$ cat src/rtl/stopwatch_ctrl.sv
// stopwatch_ctrl: button conditioning and run/pause/lap/full sequencing for
// the stopwatch. Produces the centisecond tick enable, the counter clear
// pulse, the display freeze and the run/full LED.
module stopwatch_ctrl #(
  parameter int CLK_HZ    = 50_000_000,
  parameter int TICK_HZ   = 100,
  parameter int DB_CYCLES = 1_000_000,
  parameter int BLINK_DIV = 12_500_000
) (
  input  logic       clk_50M,
  input  logic       clear_n,
  input  logic       start,
  input  logic       stop,
  input  logic       lap,
  input  logic       cnt_max,
  output logic       tick,
  output logic       cnt_clr,
  output logic       disp_hold,
  output logic       LED,
  output logic [2:0] state
);

  localparam int TICK_DIV = CLK_HZ / TICK_HZ;
  localparam int PW       = (TICK_DIV > 2) ? $clog2(TICK_DIV) : 1;
  localparam int DBW      = $clog2(DB_CYCLES + 1);
  localparam int BW       = $clog2(BLINK_DIV + 1);

  localparam logic [2:0] S_IDLE  = 3'd0;
  localparam logic [2:0] S_RUN   = 3'd1;
  localparam logic [2:0] S_LAP   = 3'd2;
  localparam logic [2:0] S_PAUSE = 3'd3;
  localparam logic [2:0] S_FULL  = 3'd4;

  // Button bit order throughout: [2]=stop, [1]=lap, [0]=start
  logic [2:0]     btn_raw;
  logic [2:0]     btn_p0;
  logic [2:0]     btn_p1;
  logic [2:0]     btn_level;
  logic [2:0]     btn_press;
  logic [DBW-1:0] db_cnt [3];

  logic [2:0]     state_q;
  logic [2:0]     state_d;
  logic           clr_d;
  logic [PW-1:0]  presc;
  logic           tick_cond;
  logic           ev_stop;
  logic           ev_lap;
  logic           ev_start;
  logic [BW-1:0]  blink_cnt;
  logic           blink_led;

  assign btn_raw = {stop, lap, start};

  // Synchroniser stage: two flops per asynchronous button input
  always_ff @(posedge clk_50M or negedge clear_n) begin
    if (!clear_n) begin
      btn_p0 <= '0;
      btn_p1 <= '0;
    end else begin
      btn_p0 <= btn_raw;
      btn_p1 <= btn_p0;
    end
  end

  // Debounce stage: accept a new level after DB_CYCLES consecutive differing
  // samples; a rising acceptance emits a one-cycle press pulse
  always_ff @(posedge clk_50M or negedge clear_n) begin
    if (!clear_n) begin
      btn_level <= '0;
      btn_press <= '0;
      for (int i = 0; i < 3; i++) begin
        db_cnt[i] <= '0;
      end
    end else begin
      for (int i = 0; i < 3; i++) begin
        btn_press[i] <= 1'b0;
        if (btn_p1[i] == btn_level[i]) begin
          db_cnt[i] <= '0;
        end else if (db_cnt[i] == DBW'(DB_CYCLES - 1)) begin
          db_cnt[i]    <= '0;
          btn_level[i] <= btn_p1[i];
          btn_press[i] <= btn_p1[i];
        end else begin
          db_cnt[i] <= db_cnt[i] + 1'b1;
        end
      end
    end
  end

  // Only the highest-priority press of a cycle is acted on: stop > lap > start
  assign ev_stop  = btn_press[2];
  assign ev_lap   = btn_press[1] & ~btn_press[2];
  assign ev_start = btn_press[0] & ~btn_press[1] & ~btn_press[2];

  assign tick_cond = ((state_q == S_RUN) || (state_q == S_LAP)) &&
                     (presc == PW'(TICK_DIV - 1));

  // State register plus the registered clear pulse for the time counter
  always_ff @(posedge clk_50M or negedge clear_n) begin
    if (!clear_n) begin
      state_q <= S_IDLE;
      cnt_clr <= 1'b0;
    end else begin
      state_q <= state_d;
      cnt_clr <= clr_d;
    end
  end

  // Next-state logic; any entry into IDLE from another state clears the count
  always_comb begin
    state_d = state_q;
    case (state_q)
      S_IDLE: begin
        if (ev_start) state_d = S_RUN;
      end
      S_RUN: begin
        if (ev_stop)                   state_d = S_PAUSE;
        else if (ev_lap)               state_d = S_LAP;
        else if (tick_cond && cnt_max) state_d = S_FULL;
      end
      S_LAP: begin
        if (ev_stop)                   state_d = S_PAUSE;
        else if (ev_lap)               state_d = S_RUN;
        else if (tick_cond && cnt_max) state_d = S_FULL;
      end
      S_PAUSE: begin
        if (ev_stop)       state_d = S_IDLE;
        else if (ev_start) state_d = S_RUN;
      end
      S_FULL: begin
        if (ev_stop) state_d = S_IDLE;
      end
      default: state_d = S_IDLE;
    endcase
    clr_d = (state_d == S_IDLE) && (state_q != S_IDLE);
  end

  // Tick prescaler: runs in RUN/LAP, holds in PAUSE so resume keeps the phase
  always_ff @(posedge clk_50M or negedge clear_n) begin
    if (!clear_n) begin
      presc <= '0;
    end else begin
      case (state_q)
        S_RUN, S_LAP: presc <= tick_cond ? '0 : presc + 1'b1;
        S_PAUSE:      presc <= presc;
        default:      presc <= '0;
      endcase
    end
  end

  // FULL blink: LED starts lit on entry and toggles every BLINK_DIV cycles
  always_ff @(posedge clk_50M or negedge clear_n) begin
    if (!clear_n) begin
      blink_cnt <= '0;
      blink_led <= 1'b0;
    end else if (state_q == S_FULL) begin
      if (blink_cnt == BW'(BLINK_DIV - 1)) begin
        blink_cnt <= '0;
        blink_led <= ~blink_led;
      end else begin
        blink_cnt <= blink_cnt + 1'b1;
      end
    end else begin
      blink_cnt <= '0;
      blink_led <= 1'b1;
    end
  end

  // Output decode; tick is suppressed at the maximum count so it never wraps
  always_comb begin
    tick      = tick_cond & ~cnt_max;
    disp_hold = (state_q == S_LAP);
    case (state_q)
      S_RUN, S_LAP: LED = 1'b1;
      S_FULL:       LED = blink_led;
      default:      LED = 1'b0;
    endcase
  end

  assign state = state_q;

endmodule

$ cat config.mk
export PLATFORM = sky130hd
export DESIGN_NAME = stopwatch_ctrl
export DESIGN_NICKNAME = d
export VERILOG_FILES = /design/src/rtl/stopwatch_ctrl.sv
export SDC_FILE = /design/constraint.sdc
export NUM_CORES = 1
export LEC_CHECK = 0
export CAP_MARGIN = 25
export CELL_PAD_IN_SITES_DETAIL_PLACEMENT = 1
export CELL_PAD_IN_SITES_GLOBAL_PLACEMENT = 2
export CORE_UTILIZATION = 41
export DETAILED_ROUTE_END_ITERATION = 16
export GPL_TIMING_DRIVEN = 0
export HOLD_SLACK_MARGIN = 0.05
export PLACE_DENSITY_LB_ADDON = 0.1
export SLEW_MARGIN = 20
export SYNTH_ARGS = -nofsm -noshare
export SYNTH_HDL_FRONTEND = slang
export SYNTH_SLANG_ARGS = --single-unit
$ cat constraint.sdc
create_clock -name clk_50M -period 2.2 [get_ports clk_50M]
set_input_delay 0.44 -clock clk_50M [delete_from_list [all_inputs] [get_ports clk_50M]]
set_output_delay 0.44 -clock clk_50M [all_outputs]
set_load 0.1 [all_outputs]
==> impl_metrics.toml <==
[worst_setup_path]
crit_chain = "or4b_4 > nor4_4 > nand2_1 > nor3_4 > buf_12"
required_ns = 1.76
cp-endpoint = "tick"
crit_path_end_kind = "primary output"
slowest_delay_ns = 0.53
worst-path-buf-inv = 1
crit_fanout = 2
r2r_end = "cnt_clr$_DFF_PN0_"
r2r_start = "presc[9]$_DFFE_PN0N_"
r2r_setup_slack_ns = -0.04
path_class = "reg -> out"
arrival_ns = 2.21
worstSetupStartpointType = "flip-flop"
crit_start = "presc[9]$_DFFE_PN0N_"
crit_family = "simple AND/OR/NAND/NOR gates"
cp_slowest_cell = "or4b_4"
worst-path-stages = 5
reg2regPathDepth = 7

[sta]
fin_crit_sh_pct = 120.4
slew_headroom_pct = 36.94
setup_ws_ns = -0.4489
finalHoldViolCount = 0
hold_ws_ns = 0.3469
drv_slew = 0
finClkSkew_ns = 0.008950
finalSetupViolations = 4
rsz0062_at_grt = "yes"
tightest_slew_ns = 0.9496
fmax_mhz = 377.5
period_needed_ns = 2.649

[grt]
grt_antenna_before_repair = 0
grt_pass1_wl_mm = 23.15
grt_max_degree = 79
gr-total-overflow = 0
grt_usage_pct = 20.57
grt_pass1_vias = 4725

[drt]
drt-total-wl_mm = 13.43
drt-initial-drc-count = 245
dr.pass1.iters = 4
drc = 0
vias_per_cell = 5.331
via_count = 4334
ant_nets = 0
wl_per_cell_um = 16.52

[run]
max-cap-violations = 0

[finish]
nets = 635
filler_cell_count = 1511
area_delta_synth_final_pct = 22.63
fin_util_pct = 52.56
diodes = 0
drive_gt1_share_pct = 16.17

[die]
core-area_um2 = 13450
start_util_pct = 42.86
fp.dieW_um = 120.6
fp.dieH_um = 120.6
num_rows = 42
pin_count = 13
die-area_um2 = 14540

[logic_synthesis]
ys_types = 48
synthTopCellsByCount = "dfrtp_1, nor2_1, xor2_1"
synth_fp_nets = 591
synth_cells = 580
synth_top_area_share_pct = 52.08
yosys.area.top_type = "dfrtp_1"
syn_area_um2 = 5766
synth-edff-count = 0
synth_ff_type = "dfrtp_1"
syn_avg_cell_area_um2 = 9.941
synth-seq-area-share_pct = 52.08
yosys_warnings = 0
synth_area_leaders = "dfrtp_1, xor2_1, nor2_1"
ys_ff_latch = 120
synth.most_common_cell = "dfrtp_1"
synthArstFlopShare_pct = 100.0

[clock_tree]
clock_path_buffers = 2
clk_latency_ns = 0.42
htree_levels = 4
root_buffer = "clkbuf_16"
numCtsBuffers = 17
cts_tree = "built"
clkTransAtPathRegs_ns = 0.05
clock_sinks = 120

[hold_path]
hp-class = "reg -> reg"

[status]
violations = "setup timing"
status = "finished with violations"

[place]
place_congestion = 0.7696
dp_hpwl_mm = 8.688
portBuffers = 12

[power_and_ir_drop]
leakage_nw = 2.976
ir_drop_v = 0.0005180
p_per_area_nw_per_um2 = 754.6
[cells by family (layout without fill, tap and decap cells)]
family	count (synthesis)	in the layout	synth area share [%]
AND/OR/NAND/NOR	305	306	27.41
flip-flops	120	120	52.08
AO/OA/AOI/OAI	30	30	3.082
adder cells (fa/ha/maj)	5	5	1.085
multiplexers	4	4	0.7812
buffers and inverters	26	82	1.888
XOR/XNOR	90	90	13.67
[layout by cell type, fill, tap and decap left out, types with 3 or more instances in the layout]
master | synthesis | routed
dfrtp_1 | 120 | 115
nor2_1 | 107 | 105
xor2_1 | 46 | 45
xnor2_1 | 44 | 44
nand2_1 | 44 | 40
nand3_1 | 39 | 39
nand4_1 | 25 | 25
and3_1 | 17 | 17
clkbuf_16 | 0 | 17
buf_4 | 0 | 14
inv_1 | 13 | 13
nor3_1 | 15 | 12
o21ai_0 | 9 | 9
a21oi_1 | 10 | 9
nor4_1 | 8 | 6
nor4b_1 | 8 | 6
buf_6 | 0 | 5
ha_1 | 5 | 5
nor3b_1 | 5 | 4
mux2_2 | 4 | 4
a31oi_1 | 4 | 4
bufinv_16 | 0 | 4
clkinvlp_4 | 0 | 4
clkdlybuf4s50_1 | 0 | 4
and4_1 | 4 | 3
clkbuf_2 | 0 | 3
and2_1 | 4 | 3
nor4_2 | 2 | 3
clkinv_2 | 0 | 3
dlygate4sd2_1 | 0 | 3
dfrtp_2 | 0 | 3
[power by group]
group | total [mW] | internal [mW] | switching, mW
Clock | 2.97 | 1.95 | 1.03
Combinational | 0.114 | 0.0354 | 0.0789
Sequential | 2.25 | 2.23 | 0.0195
[worst min-delay path by stage]
stage | cells after the start | end | from
2_1_floorplan | 0 | blink_cnt[0]$_DFF_PN0_ | clear_n
3_3_place_gp | 0 | btn_p1[2]$_DFF_PN0_ | btn_p0[2]$_DFF_PN0_
3_5_place_dp | 0 | btn_p1[2]$_DFF_PN0_ | btn_p0[2]$_DFF_PN0_
4_1_cts | 0 | btn_p1[2]$_DFF_PN0_ | btn_p0[2]$_DFF_PN0_
5_1_grt | 0 | btn_p1[2]$_DFF_PN0_ | btn_p0[2]$_DFF_PN0_
6_report | 0 | btn_p1[2]$_DFF_PN0_ | btn_p0[2]$_DFF_PN0_
[repair_timing]
item,in CTS,in global routing
cloned,1,1
resized for setup,56,19
setup endpoints to repair,83,74
setup buffers,6,6
pin swaps,3,8
endpoints found under the hold margin,42,0
hold buffers,1,0
[layer usage]
layer | vias up | share of wire [%] | track usage [%]
met4 | 0 | 1.3 | 7.948
li1 | 2085 | - | -
met5 | - | 0 | 0
met3 | 18 | 2.3 | 4.906
met2 | 31 | 48 | 32.87
met1 | 2200 | 49 | 27.04
[final cells by class]
class	instances	area [µm²]	area share, %
buffer	9	70.07	0.9910
clock buffer	20	456.7	6.459
clock inverter	12	173.9	2.460
inverter	13	48.80	0.6901
multi-input combinational	435	2813	39.78
sequential	120	3014	42.63
tap	176	220.2	3.114
timing repair buffer	28	274.0	3.875
[sequential cells by signal, summed over array words and instances, names as in the netlist]
register and cells:
db_cnt 60, blink_cnt 24, presc 19, btn_level 3, btn_p0 3, btn_p1 3
btn_press 3, state 3, blink_led 1, cnt_clr 1
[metrics by stage]
step	total power [mW]	worst slack [ns]	setup TNS, ns	cells	cell area (µm²)
5_1_grt	5.501	-0.5297	-1.198	813	7071
4_1_cts	5.400	-0.4877	-0.6436	808	6975
3_5_place_dp	2.399	-1.124	-11.29	769	6168
6_report	5.335	-0.4489	-0.5154	813	7071
2_1_floorplan	2.318	-0.4284	-0.4648	580	5799
3_3_place_gp	2.388	-4.991	-506.69	768	6140
Power figures use the tool's default switching activity.
